`config.mk`:
```
export PLATFORM = sky130hd
export DESIGN_NAME = iq_upconvert_mixer
export DESIGN_NICKNAME = d
export VERILOG_FILES = /design/src/rtl/iq_upconvert_mixer.sv
export SDC_FILE = /design/constraint.sdc
export NUM_CORES = 1
export LEC_CHECK = 0
export ABC_AREA = 1
export BUFFER_PORTS_ARGS = -buffer_cell sky130_fd_sc_hd__buf_2
export CORE_ASPECT_RATIO = 0.75
export CORE_MARGIN = 2
export CORE_UTILIZATION = 55
export DETAILED_ROUTE_END_ITERATION = 12
export GPL_ROUTABILITY_DRIVEN = 0
export PLACE_DENSITY = 0.76
export SYNTH_ARGS = -nofsm -noshare
export SYNTH_HDL_FRONTEND = slang
export SYNTH_SLANG_ARGS = --single-unit
```
`constraint.sdc`:
```
create_clock -name i_clk -period 6.45 [get_ports i_clk]
set_input_delay 1.29 -clock i_clk [delete_from_list [all_inputs] [get_ports i_clk]]
set_output_delay 1.29 -clock i_clk [all_outputs]
set_load 0.02 [all_outputs]
```
`src/rtl/iq_upconvert_mixer.sv`:
```
// Baseband I/Q upconverter: 2-deep sample FIFO, hold-for-HOLD-ticks sequencer and
// a 3-stage carrier-gated mix/round/saturate datapath producing y = I*cos - Q*sin.
module iq_upconvert_mixer #(
   parameter int unsigned OW   = 16,
   parameter int unsigned BW   = 12,
   parameter int unsigned OUTW = 16,
   parameter int unsigned HOLD = 8
) (
   input  logic            i_clk,
   input  logic            i_reset,
   input  logic            i_ce,
   input  logic [OW:0]     i_carr_i,
   input  logic [OW:0]     i_carr_q,
   input  logic            i_bb_valid,
   output logic            o_bb_ready,
   input  logic [BW-1:0]   i_bb_i,
   input  logic [BW-1:0]   i_bb_q,
   output logic [OUTW-1:0] o_data,
   output logic            o_valid,
   output logic            o_underflow
);

   localparam int unsigned PW = BW + OW + 1;
   localparam int unsigned DW = BW + OW + 2;
   localparam int unsigned SH = BW + OW - OUTW;
   localparam int unsigned RW = DW - SH;
   localparam int unsigned CW = (HOLD > 2) ? $clog2(HOLD) : 1;

   localparam logic [CW-1:0]        LAST   = CW'(HOLD - 1);
   localparam logic signed [DW-1:0] RND    = DW'(2 ** (SH - 1));
   localparam logic signed [RW-1:0] SAT_HI = RW'(2 ** (OUTW - 1) - 1);
   localparam logic signed [RW-1:0] SAT_LO = -SAT_HI;

   typedef enum logic {IDLE, RUN} state_t;

   state_t                state_q, state_d;
   logic [CW-1:0]         cnt_q, cnt_d;
   logic [1:0]            count_q, count_d;
   logic [BW-1:0]         f0_i_q, f0_i_d, f0_q_q, f0_q_d;
   logic [BW-1:0]         f1_i_q, f1_i_d, f1_q_q, f1_q_d;
   logic signed [BW-1:0]  cur_i_q, cur_i_d, cur_q_q, cur_q_d;
   logic signed [PW-1:0]  p_i_q, p_i_d, p_q_q, p_q_d;
   logic signed [RW-1:0]  r_q, r_d;
   logic [OUTW-1:0]       data_q, data_d;
   logic                  valid_q, valid_d;
   logic                  uf_q, uf_d;
   logic                  ready_q, ready_d;
   logic [1:0]            fill_q, fill_d;
   logic                  push, pop, wr0;
   logic signed [DW-1:0]  diff, sum;

   // Sequencer, FIFO and datapath next-state
   always_comb begin
      state_d = state_q;
      cnt_d   = cnt_q;
      count_d = count_q;
      f0_i_d  = f0_i_q;
      f0_q_d  = f0_q_q;
      f1_i_d  = f1_i_q;
      f1_q_d  = f1_q_q;
      cur_i_d = cur_i_q;
      cur_q_d = cur_q_q;
      p_i_d   = p_i_q;
      p_q_d   = p_q_q;
      r_d     = r_q;
      data_d  = data_q;
      fill_d  = fill_q;
      valid_d = 1'b0;
      uf_d    = 1'b0;
      pop     = 1'b0;
      push    = i_bb_valid && ready_q;
      wr0     = 1'b0;
      diff    = DW'(p_i_q) - DW'(p_q_q);
      sum     = diff + RND;

      case (state_q)
         IDLE: begin
            if (i_ce && count_q != 2'd0) begin
               pop     = 1'b1;
               cur_i_d = $signed(f0_i_q);
               cur_q_d = $signed(f0_q_q);
               cnt_d   = '0;
               state_d = RUN;
            end
         end
         RUN: begin
            if (i_ce) begin
               if (cnt_q == LAST) begin
                  cnt_d = '0;
                  if (count_q != 2'd0) begin
                     pop     = 1'b1;
                     cur_i_d = $signed(f0_i_q);
                     cur_q_d = $signed(f0_q_q);
                  end else begin
                     cur_i_d = '0;
                     cur_q_d = '0;
                     uf_d    = 1'b1;
                     state_d = IDLE;
                  end
               end else begin
                  cnt_d = cnt_q + CW'(1);
               end
            end
         end
         default: state_d = IDLE;
      endcase

      // Pop shifts slot 1 forward; a push lands in the first free slot after that shift
      if (pop) begin
         f0_i_d = f1_i_q;
         f0_q_d = f1_q_q;
      end
      wr0 = (count_q == 2'd0) || pop;
      if (push) begin
         if (wr0) begin
            f0_i_d = i_bb_i;
            f0_q_d = i_bb_q;
         end else begin
            f1_i_d = i_bb_i;
            f1_q_d = i_bb_q;
         end
      end
      count_d = count_q + {1'b0, push} - {1'b0, pop};
      ready_d = (count_d < 2'd2);

      if (i_ce) begin
         p_i_d   = PW'(cur_i_q) * PW'($signed(i_carr_i));
         p_q_d   = PW'(cur_q_q) * PW'($signed(i_carr_q));
         r_d     = RW'(sum >>> SH);
         if (r_q > SAT_HI)      data_d = OUTW'(SAT_HI);
         else if (r_q < SAT_LO) data_d = OUTW'(SAT_LO);
         else                   data_d = OUTW'(r_q);
         valid_d = (fill_q == 2'd2);
         fill_d  = (fill_q == 2'd2) ? 2'd2 : fill_q + 2'd1;
      end
   end

   always_ff @(posedge i_clk) begin
      if (i_reset) begin
         state_q <= IDLE;
         cnt_q   <= '0;
         count_q <= '0;
         f0_i_q  <= '0;
         f0_q_q  <= '0;
         f1_i_q  <= '0;
         f1_q_q  <= '0;
         cur_i_q <= '0;
         cur_q_q <= '0;
         p_i_q   <= '0;
         p_q_q   <= '0;
         r_q     <= '0;
         data_q  <= '0;
         valid_q <= 1'b0;
         uf_q    <= 1'b0;
         ready_q <= 1'b1;
         fill_q  <= '0;
      end else begin
         state_q <= state_d;
         cnt_q   <= cnt_d;
         count_q <= count_d;
         f0_i_q  <= f0_i_d;
         f0_q_q  <= f0_q_d;
         f1_i_q  <= f1_i_d;
         f1_q_q  <= f1_q_d;
         cur_i_q <= cur_i_d;
         cur_q_q <= cur_q_d;
         p_i_q   <= p_i_d;
         p_q_q   <= p_q_d;
         r_q     <= r_d;
         data_q  <= data_d;
         valid_q <= valid_d;
         uf_q    <= uf_d;
         ready_q <= ready_d;
         fill_q  <= fill_d;
      end
   end

   assign o_data      = data_q;
   assign o_valid     = valid_q;
   assign o_underflow = uf_q;
   assign o_bb_ready  = ready_q;

endmodule

```
==> results.md <==
- Width of the die: 248 µm
- Sinks on the clock net: about 180
- Fraction of layout instances using a drive strength above 1: 5.09%
- Post-synthesis cell type count: 42
- Critical path startpoint: i_carr_q[16]
- Average instance area after synthesis: 7.22 µm²
- Sequential Area: 3500 µm²
- Crit path time final: 5.68 ns
- Type of the setup path with the least slack: in2reg
- Length of routed met2 wiring: 23900 µm
- Power per standard cell area: 309 nW/µm²
- Slew at the pin with the worst max-slew slack: 1.02 ns
- Total power after layout: 8010 µW
- Relative slew slack: 31.9%
- Largest net degree at the start of global routing: approximately 90
- Number of flops mapped to enable cells by yosys: 0
- Vias in the first global route: 20.3k
- Vias/cell: roughly 5.3
- Total wire length after detailed routing: 59200 µm
- Max-slew violation count: 0
- Kind of path behind the tightest hold check: reg2reg
- Number of maximum-capacitance constraint violations: 0
- Initial cell density of the core: 56.2%
- Total GRT Usage: 26.7%
- First-pass GRT wire length: 100000 µm
- Setup repair after global routing missed its margin: no
- Category of the worst setup path launch point: input port
- Depth of the most critical reg-to-reg path: 21
- Share of synthesized flip-flops with an asynchronous set or reset: 0%
- FMAX: roughly 0.18 GHz
- Synthesized Nets: 4022
- Beginning of the worst register-to-register path: cur_q_q[0]$_SDFFE_PP0P_
- Length of routed wiring on met1: 27500 µm
- Hold Buf Count CTS: 0
- DRC violation total after the first TritonRoute iteration: 2106
- Critical path data required time: 6.79 ns
- Routed length on met3: 6690 µm
- Launch point of the worst hold path: o_data[10]$_SDFFE_PP0P_
- Mapped Cells: 3401
- Synthesized flop and latch total: 175
- IO Port Bufs: 80
- Worst VDD drop: 0.000267 V
- Kind of end point of the critical path: register
- Run status: completed
- DRC viols: 0
- Critical path peak fanout: 12
- Setup clock skew after layout: between 0.01 and 0.015 ns
- Main synth FF type: sky130_fd_sc_hd__dfxtp_1
- Arrival @ worst endpoint: 6.02 ns
- Worst hold slack: 0.464 ns
- Register area share after synthesis: between 10% and 20%
- Warning count from the yosys run: 0
- Number of H-tree branching levels: 4
- Area of the die: 46400 µm²
- Crit Reg-Reg Endpoint: p_q_q[22]$_SDFFE_PP0P_
- Layout overhead on the synthesized area: 5.48%
- Cell Area, Synth: between 20000 and 25000 µm²
- Clock network latency to the later pin of the worst-skew pair: 0.45 ns
- Uppermost layer routed: met5
- Number of vias after detailed routing: 20.9k
- Final setup violation count: 0
- Core region area: 43700 µm²
- Setup slack, reg-to-reg: between 0.8 and 0.9 ns
- Antenna diode instance count: 0
- Routed WL per cell: roughly 15 µm
- Aggregate negative setup slack: 0 ns
- Post-CTS sizing: 0
- TritonCTS clock tree: built
- Root Buffer: sky130_fd_sc_hd__clkbuf_16
- Antenna violations before repair: 3
- End of the critical path: p_q_q[28]$_SDFFE_PP0P_
- Post-DRT Antenna Nets: 0
- Maximum buffer depth of the clock tree: 2
- Number of search-and-repair iterations in the first detailed-routing pass: 6
- Number of placed I/O pins: 81
- Period Utilization, post-route: 88.1%
- DP Wirelength: 47900 µm
- Clock buffer count from CTS: 17
- Final number of hold-violating endpoints: 0
- Clock-pin slew reported for the worst setup and hold paths after clock tree synthesis: 0.07 ns
- Final layout net count: 4005
- Site row count: 66
- Filler instances: 4042
- Leakage dissipation: 0.0145 µW
- Global route total overflow: 0
- Setup Buffers After CTS: 0
- Area occupied by multi-input gates: 17400 µm²
- Height of the die: between 150 and 200 µm
cells in the final DEF (no fill, tap or decap), drive strengths merged, types with 16 or more instances in the layout:
cell type	synthesis	final
nand2	905	905
fa	376	376
a21oi	145	145
nand3	141	141
nand4	30	30
nor3	18	18
xor2	16	16
nor2	209	209
o21ai	156	156
inv	825	833
clkbuf	116	17
a311oi	16	16
dfxtp	175	175
buf	22	102
ha	183	183
flip-flops by register name, indices dropped and copies added (netlist names), 2 cells and up:
signal and cells:
f0_i_q 12, r_q 18, f1_q_q 12, cur_q_q 12, count_q 2, cnt_q 3
p_i_q 29, fill_q 2, f1_i_q 12, o_data 16, p_q_q 29, f0_q_q 12
cur_i_q 12
synth_stat cells (2+ instances only):
master | instances | share of area (%)
sky130_fd_sc_hd__dfxtp_1 | 175 | 14
sky130_fd_sc_hd__xor2_1 | 16 | 0.57
sky130_fd_sc_hd__nand3b_1 | 3 | 0.092
sky130_fd_sc_hd__nand2_1 | 904 | 14
sky130_fd_sc_hd__buf_4 | 2 | 0.061
sky130_fd_sc_hd__a311oi_1 | 4 | 0.14
sky130_fd_sc_hd__a31oi_1 | 9 | 0.23
sky130_fd_sc_hd__a21oi_1 | 145 | 3.0
sky130_fd_sc_hd__nor3_1 | 17 | 0.35
sky130_fd_sc_hd__a211oi_1 | 2 | 0.061
sky130_fd_sc_hd__o211ai_1 | 2 | 0.061
sky130_fd_sc_hd__ha_1 | 183 | 9.3
sky130_fd_sc_hd__buf_2 | 12 | 0.24
sky130_fd_sc_hd__o221ai_1 | 2 | 0.071
sky130_fd_sc_hd__a21o_1 | 2 | 0.061
sky130_fd_sc_hd__nor2_1 | 208 | 3.2
sky130_fd_sc_hd__o21ai_0 | 151 | 3.1
sky130_fd_sc_hd__o21a_1 | 3 | 0.092
sky130_fd_sc_hd__clkbuf_1 | 116 | 1.8
sky130_fd_sc_hd__o21bai_1 | 9 | 0.28
sky130_fd_sc_hd__o21ai_2 | 2 | 0.071
sky130_fd_sc_hd__inv_2 | 6 | 0.092
sky130_fd_sc_hd__buf_1 | 5 | 0.076
sky130_fd_sc_hd__clkinv_1 | 3 | 0.046
sky130_fd_sc_hd__or2_2 | 9 | 0.23
sky130_fd_sc_hd__nand3_1 | 140 | 2.9
sky130_fd_sc_hd__o21ai_1 | 3 | 0.061
sky130_fd_sc_hd__fa_1 | 376 | 31
sky130_fd_sc_hd__nor4_1 | 2 | 0.051
sky130_fd_sc_hd__xnor2_1 | 14 | 0.50
sky130_fd_sc_hd__a311oi_2 | 12 | 0.73
sky130_fd_sc_hd__nand4_1 | 30 | 0.76
sky130_fd_sc_hd__inv_1 | 819 | 13
sky130_fd_sc_hd__buf_6 | 3 | 0.14
sky130_fd_sc_hd__a31o_2 | 5 | 0.18
kinds of logic (layout without fill, tap and decap cells):
family	count (synthesis)	in the layout	share of synthesized area (%)
compound gates	352	352	8.10
buf+inv	966	962	15.0
fa+ha+maj	559	559	40.0
flops	175	175	14.3
xor+xnor	30	30	1.07
simple gates	1319	1319	21.6
critical path, stage by stage:
cell and delay (ns):
sky130_fd_sc_hd__buf_2 0.20, sky130_fd_sc_hd__nand2_1 0.16, sky130_fd_sc_hd__fa_1 0.64, sky130_fd_sc_hd__inv_1 0.12, sky130_fd_sc_hd__fa_1 0.52, sky130_fd_sc_hd__inv_1 0.07, sky130_fd_sc_hd__fa_1 0.53, sky130_fd_sc_hd__inv_1 0.06
sky130_fd_sc_hd__fa_1 0.52, sky130_fd_sc_hd__inv_1 0.05, sky130_fd_sc_hd__fa_1 0.53, sky130_fd_sc_hd__inv_1 0.04, sky130_fd_sc_hd__ha_1 0.34, sky130_fd_sc_hd__nand2_1 0.11, sky130_fd_sc_hd__nor3_1 0.19, sky130_fd_sc_hd__nand2_1 0.10
sky130_fd_sc_hd__nor2_1 0.09, sky130_fd_sc_hd__nand2_1 0.06, sky130_fd_sc_hd__nand3_1 0.11, sky130_fd_sc_hd__inv_1 0.05, sky130_fd_sc_hd__nand2_1 0.05, sky130_fd_sc_hd__nand3_1 0.07, sky130_fd_sc_hd__nand2_1 0.09, sky130_fd_sc_hd__inv_1 0.03
metal layers:
layer / GRT usage (%) / up-vias
li1: - / 10090
met1: 40.8 / 9782
met3: 6.59 / 78
met4: 5.50 / 4
met5: 0 / -
met2: 38.0 / 940
where the power goes:
part | internal, µW | leakage, µW | switching, µW | total [µW]
Combinational | 1860 | 0.0127 | 3400 | 5270
Sequential | 1400 | 0.00144 | 270 | 1670
Clock | 591 | 0.000302 | 487 | 1080
Total | 3850 | 0.0145 | 4160 | 8010
area by class of cell:
class	count	share of cell area, %
sequential	175	13.5
multi-input combinational	2260	67.1
inverter	828	12.0
clock buffer	17	1.64
timing repair buffer	102	2.18
tap	578	2.79
clock inverter	15	0.749
worst min-delay path by stage:
stage | depth (start not counted) | slack [ns] | to
after floorplan | 1 | 0.43 | cnt_q[0]$_SDFFE_PP0P_
after global placement | 2 | 0.45 | p_q_q[3]$_SDFFE_PP0P_
after detailed placement | 2 | 0.45 | o_data[10]$_SDFFE_PP0P_
after CTS | 2 | 0.47 | o_data[10]$_SDFFE_PP0P_
after global routing | 2 | 0.48 | p_q_q[5]$_SDFFE_PP0P_
final | 2 | 0.46 | o_data[10]$_SDFFE_PP0P_
per-stage QoR:
step / cell area, µm² / setup WS [ns] / cells / utilization, %
floorplan: 24500 / 0.391 / 3401 / -
global placement: 25300 / 0.374 / 3943 / 57.9
detailed placement: 25300 / 0.327 / 3943 / 57.9
CTS: 25900 / 0.760 / 3975 / 59.3
global route: 25900 / 0.374 / 3975 / 59.3
finish: 25900 / 0.771 / 3975 / 59.3
Note: power is estimated with default switching activity, not from simulation.
